## src/rtl/dds_sweep_controller.sv

```systemverilog
// Frequency control word manager for a DDS: button strobes, UART commands and
// an automatic triangle sweep between KW_MIN and KW_MAX.
module dds_sweep_controller #(
    parameter logic [11:0] KW_MIN  = 12'd1,
    parameter logic [11:0] KW_MAX  = 12'd10,
    parameter logic [11:0] KW_INIT = 12'd5,
    parameter logic [23:0] DWELL   = 24'd12_500_000
) (
    input  logic        CLK,
    input  logic        RSTn,
    input  logic        Add_Pulse,
    input  logic        Sub_Pulse,
    input  logic        Mode_Pulse,
    input  logic [7:0]  Rx_Data,
    input  logic        Rx_Done,
    output logic [11:0] KW_Out,
    output logic        KW_Update,
    output logic        Sweep_Active,
    output logic        Cmd_Error
);

    localparam logic [1:0] ST_MANUAL     = 2'd0;
    localparam logic [1:0] ST_SWEEP_UP   = 2'd1;
    localparam logic [1:0] ST_SWEEP_DOWN = 2'd2;

    localparam logic CMD_IDLE = 1'b0;
    localparam logic CMD_ARG  = 1'b1;

    logic [11:0] kw_q, kw_d;
    logic [1:0]  mode_q, mode_d;
    logic        cmd_q, cmd_d;
    logic [23:0] dwell_q, dwell_d;
    logic        update_q, error_q, error_d, sweep_q;
    logic        sweeping, dwell_done, sweep_entry;
    logic [11:0] rx_word;

    function automatic logic [11:0] wrap_up(input logic [11:0] kw);
        return (kw == KW_MAX) ? KW_MIN : kw + 12'd1;
    endfunction

    function automatic logic [11:0] wrap_down(input logic [11:0] kw);
        return (kw == KW_MIN) ? KW_MAX : kw - 12'd1;
    endfunction

    assign rx_word    = {4'd0, Rx_Data};
    assign sweeping   = (mode_q != ST_MANUAL);
    assign dwell_done = sweeping && (dwell_q == DWELL - 24'd1);

    // Single priority chain: only the highest-priority event is serviced.
    always_comb begin
        kw_d        = kw_q;
        mode_d      = mode_q;
        cmd_d       = cmd_q;
        error_d     = 1'b0;
        sweep_entry = 1'b0;

        if (Rx_Done) begin
            if (cmd_q == CMD_ARG) begin
                cmd_d = CMD_IDLE;
                if (rx_word >= KW_MIN && rx_word <= KW_MAX) begin
                    kw_d   = rx_word;
                    mode_d = ST_MANUAL;
                end else begin
                    error_d = 1'b1;
                end
            end else begin
                case (Rx_Data)
                    8'h2B: begin
                        kw_d   = wrap_up(kw_q);
                        mode_d = ST_MANUAL;
                    end
                    8'h2D: begin
                        kw_d   = wrap_down(kw_q);
                        mode_d = ST_MANUAL;
                    end
                    8'h53: begin
                        mode_d      = ST_SWEEP_UP;
                        sweep_entry = 1'b1;
                    end
                    8'h4D:   mode_d  = ST_MANUAL;
                    8'h4C:   cmd_d   = CMD_ARG;
                    default: error_d = 1'b1;
                endcase
            end
        end else if (Mode_Pulse) begin
            if (mode_q == ST_MANUAL) begin
                mode_d      = ST_SWEEP_UP;
                sweep_entry = 1'b1;
            end else begin
                mode_d = ST_MANUAL;
            end
        end else if (Add_Pulse && !sweeping) begin
            kw_d = wrap_up(kw_q);
        end else if (Sub_Pulse && !sweeping) begin
            kw_d = wrap_down(kw_q);
        end else if (dwell_done) begin
            // Sweep bounces at the limits instead of wrapping.
            if (mode_q == ST_SWEEP_UP) begin
                if (kw_q < KW_MAX) begin
                    kw_d = kw_q + 12'd1;
                end else begin
                    kw_d   = kw_q - 12'd1;
                    mode_d = ST_SWEEP_DOWN;
                end
            end else begin
                if (kw_q > KW_MIN) begin
                    kw_d = kw_q - 12'd1;
                end else begin
                    kw_d   = kw_q + 12'd1;
                    mode_d = ST_SWEEP_UP;
                end
            end
        end

        if (mode_d == ST_MANUAL || sweep_entry || kw_d != kw_q || dwell_done) begin
            dwell_d = 24'd0;
        end else begin
            dwell_d = dwell_q + 24'd1;
        end
    end

    always_ff @(posedge CLK or negedge RSTn) begin
        if (!RSTn) begin
            kw_q     <= KW_INIT;
            mode_q   <= ST_MANUAL;
            cmd_q    <= CMD_IDLE;
            dwell_q  <= 24'd0;
            update_q <= 1'b0;
            error_q  <= 1'b0;
            sweep_q  <= 1'b0;
        end else begin
            kw_q     <= kw_d;
            mode_q   <= mode_d;
            cmd_q    <= cmd_d;
            dwell_q  <= dwell_d;
            update_q <= (kw_d != kw_q);
            error_q  <= error_d;
            sweep_q  <= (mode_d != ST_MANUAL);
        end
    end

    assign KW_Out       = kw_q;
    assign KW_Update    = update_q;
    assign Sweep_Active = sweep_q;
    assign Cmd_Error    = error_q;

endmodule

```

## config.mk

```make
export PLATFORM = sky130hd
export DESIGN_NAME = dds_sweep_controller
export DESIGN_NICKNAME = d
export VERILOG_FILES = /design/src/rtl/dds_sweep_controller.sv
export SDC_FILE = /design/constraint.sdc
export NUM_CORES = 1
export LEC_CHECK = 0
export BUFFER_PORTS_ARGS = -buffer_cell sky130_fd_sc_hd__buf_2
export CAP_MARGIN = 20
export CORE_MARGIN = 5
export CORE_UTILIZATION = 55
export CTS_CLUSTER_SIZE = 40
export DETAILED_ROUTE_END_ITERATION = 8
export PLACE_DENSITY = 0.7
export SLEW_MARGIN = 20
export SYNTH_ARGS = -nofsm -noshare
export SYNTH_HDL_FRONTEND = slang
export SYNTH_SLANG_ARGS = --single-unit
```

## constraint.sdc

```tcl
create_clock -name CLK -period 5.2 [get_ports CLK]
set_input_delay 0.52 -clock CLK [delete_from_list [all_inputs] [get_ports CLK]]
set_output_delay 0.52 -clock CLK [all_outputs]
set_load 0.005 [all_outputs]
```

==> impl_metrics.toml <==
[sta]
worst_slew_pin_slew_ns = 1.01
skew_ns = 0.0161
maxSlewViolCount = 0
rsz0062_at_grt = "no"
max_slew_margin_pct = 32.1
fin_crit_sh_pct = 72.7
setup_tns_ns = 0
worst_slack_ns = 1.42
finalHoldViolCount = 0
min_period_ns = 3.78
max_freq_mhz = 265
finalSetupViolCount = 0

[cells_and_area]
final_common_cell = "nor2_1"
mostFrequentLayoutCells = "nor2_1 (65), nand2_1 (43), dfrtp_1 (40)"
areaGrowthSynthToFinish_pct = 5.15
n_antenna_cell = 0
fin_cells = 630
fin_nets = 549
drive_above_1_share_pct = 13.2
fin_util_pct = 59.1
fillers = 681

[detailed_routing]
wl_per_cell_um = 21.9
first_pass_iters = 6
drc = 0
ant_nets = 0
drt-vias-per-instance = 6.96
wl_um = 13800
via_count = 4385
drt_first_iter_violations = 838

[cts]
cts_buffers = 5
cts_resized = 0
clk_latency_ns = 0.32
root_buffer = "clkbuf_8"
clkSinkCount = 42
htreeDepth = 2
clk_path_buf_depth = 2
clk_pin_slew_ns = 0.10
cts_hold_buf = 0
cts_tree = "built"
cts_setup_buffers = 0

[hold_path]
min_path_type = "primary input to asynchronous set/reset pin"

[setup_path]
crit_family = "simple AND/OR/NAND/NOR gates"
crit_arrival_ns = 3.98
cp_cell_sequence = "inv_1, ha_1, or3b_1, or4_1, a211o_1, a21oi_1, o32a_1, xor2_1, or2_1, a2111oi_2, nand4_1"
r2r-end = "KW_Update"
cp-end-kind = "register"
crit_slowest_cell = "or4_1"
path_max_fanout = 11
cp_slowest_stage_delay_ns = 0.60
r2r_cells = 11
critical_path_class = "register to register"
critical_path_buf_inv_count = 1
cp.required_ns = 5.40
reg2reg_from = "KW_Out[0]"
reg2reg_setup_slack_ns = 1.42
crit_path_start_kind = "register"

[pwr]
seqPwrFrac_pct = 40.0
internal-power_uw = 671
cellPowerDensity_mw_per_mm2 = 291
ir_worst_vdd_uv = 144
p_sw_share_pct = 46.0
clockPowerShare_pct = 19.8
p_sw_uw = 571
p_comb_share_pct = 40.2
power.leakage_uw = 0.00159

[yosys]
synth_edf_count = 0
syn_inst = 532
synth.area.top_cells = "dfrtp_1 (25%), nor2_1 (6.0%), xor2_1 (4.8%), a21oi_1 (4.6%), o21ai_0 (4.1%)"
muxShareOfSynthArea_pct = 0.833
synth_top_family_by_area = "simple AND/OR/NAND/NOR gates"
netlist_area_mm2 = 0.00406
synth-compound-area-share_pct = 26.4
ys_ff_latch = 42
syn-num-nets = 551
synth_flop_cell = "dfrtp_1"
synth-xor-area-share_pct = 8.42
async_reset_ff_share_pct = 100
avgSynthCellArea_um2 = 7.62
synth.distinct_cells = 80
yosys_warnings = 0
synthSimpleGateAreaFrac_pct = 31.0
synth_top_cell_by_area = "dfrtp_1"
synthAdderAreaFrac_pct = 1.54
yosysTopAreaCellShare_pct = 24.7
ys_seq_area_share_pct = 26.0

[placed_design]
dp.cells = 622
dpl.hpwl_um = 9750
pre_cts_slack_ns = 1.52
gp_congestion = 1.05
port_buffers = 28

[grt]
grt_pass1_vias = 4078
grt_pass1_wl_um = 21900
antenna_found_initial = 0
grt-ovfl-total = 0
grt_max_degree = 43
track_usage_pct = 31.1

[floorplan]
chipWidth_um = 95.9
ios = 29
rows = 31
start_util_pct = 56.2
core_area_mm2 = 0.00721
dieArea_mm2 = 0.00919
die_h_um = 95.9

[job]
drv_cap = 0

[status]
status = "completed"
-- cells in the mapped netlist, types with 5 or more instances --
| cell type | count |
|---|---|
| nor2_1 | 65 |
| nand2_1 | 43 |
| dfrtp_1 | 40 |
| a21oi_1 | 37 |
| o21ai_0 | 33 |
| clkbuf_1 | 23 |
| xor2_1 | 22 |
| nand3_1 | 19 |
| xnor2_1 | 17 |
| nand4_1 | 15 |
| buf_2 | 14 |
| inv_1 | 13 |
| or4_1 | 13 |
| nor3_1 | 11 |
| nor4_1 | 11 |
| o31ai_1 | 8 |
| or3_1 | 8 |
| o211ai_1 | 7 |
| a31oi_1 | 6 |
| and2_1 | 6 |
| nor3b_1 | 6 |
| a211o_1 | 5 |
| a221oi_1 | 5 |
| ha_1 | 5 |
| nor2b_1 | 5 |
| o21a_1 | 5 |
-- metrics by stage --
stage / hold slack (ns) / cell area [µm²] / power (µW)
global placement: 0.469 / 4160 / 975
global route: 0.226 / 4260 / 1310
CTS: 0.397 / 4260 / 1220
finish: 0.177 / 4260 / 1240
detailed placement: 0.478 / 4160 / 971
floorplan: 0.224 / 4060 / 816
-- cells by family (layout without fill, tap and decap cells) --
kind of cell             after synthesis  after routing
XOR/XNOR                              39             39
AND/OR/NAND/NOR                      234            234
multiplexers                           3              3
flip-flops                            42             42
buffers and inverters                 54             53
AO/OA/AOI/OAI                        155            155
adder cells (fa/ha/maj)                5              5
-- area by class of cell --
cell class / count / area (µm²) / area share [%]
multi-input cells: 436 / 2770 / 64.9
flip-flops and latches: 42 / 1050 / 24.7
repair buffers: 32 / 173 / 4.05
well taps: 99 / 124 / 2.90
clock buffers: 6 / 82.6 / 1.94
inverters: 13 / 48.8 / 1.14
clock inverters: 2 / 16.3 / 0.381
-- flip-flops by register name (all words and copies together) (netlist names) --
| register | cells |
|---|---|
| Cmd_Error | 1 |
| mode_q | 2 |
| Sweep_Active | 1 |
| KW_Out | 12 |
| dwell_q | 24 |
| KW_Update | 1 |
| cmd_q | 1 |
-- power groups by stage --
stage | combinational, µW | clock, µW | sequential (µW)
6_report | 499 | 246 | 496
5_1_grt | 537 | 266 | 503
4_1_cts | 482 | 249 | 486
3_5_place_dp | 478 | 0 | 493
3_3_place_gp | 482 | 0 | 493
2_1_floorplan | 413 | 0 | 403
-- routing by layer --
metal,vias up,GRT usage (%),share of wire [%]
met4,0,18.5,7.1
li1,1974,-,-
met5,-,0,0
met1,1983,40.2,39
met3,96,6.02,10
met2,332,47.9,44
-- how the worst max path moves through the flow --
stage,start,end,slack (ns),cells past startpoint
6_report,KW_Out[0],KW_Update,1.42,11
5_1_grt,KW_Out[1],KW_Update,1.31,11
4_1_cts,KW_Out[0],KW_Update,1.50,11
3_5_place_dp,KW_Out[0],KW_Update,1.52,11
3_3_place_gp,Rx_Data[4],KW_Update,1.58,10
2_1_floorplan,KW_Out[1],KW_Update,1.80,13
No activity file was read; power rests on OpenSTA's default activity.
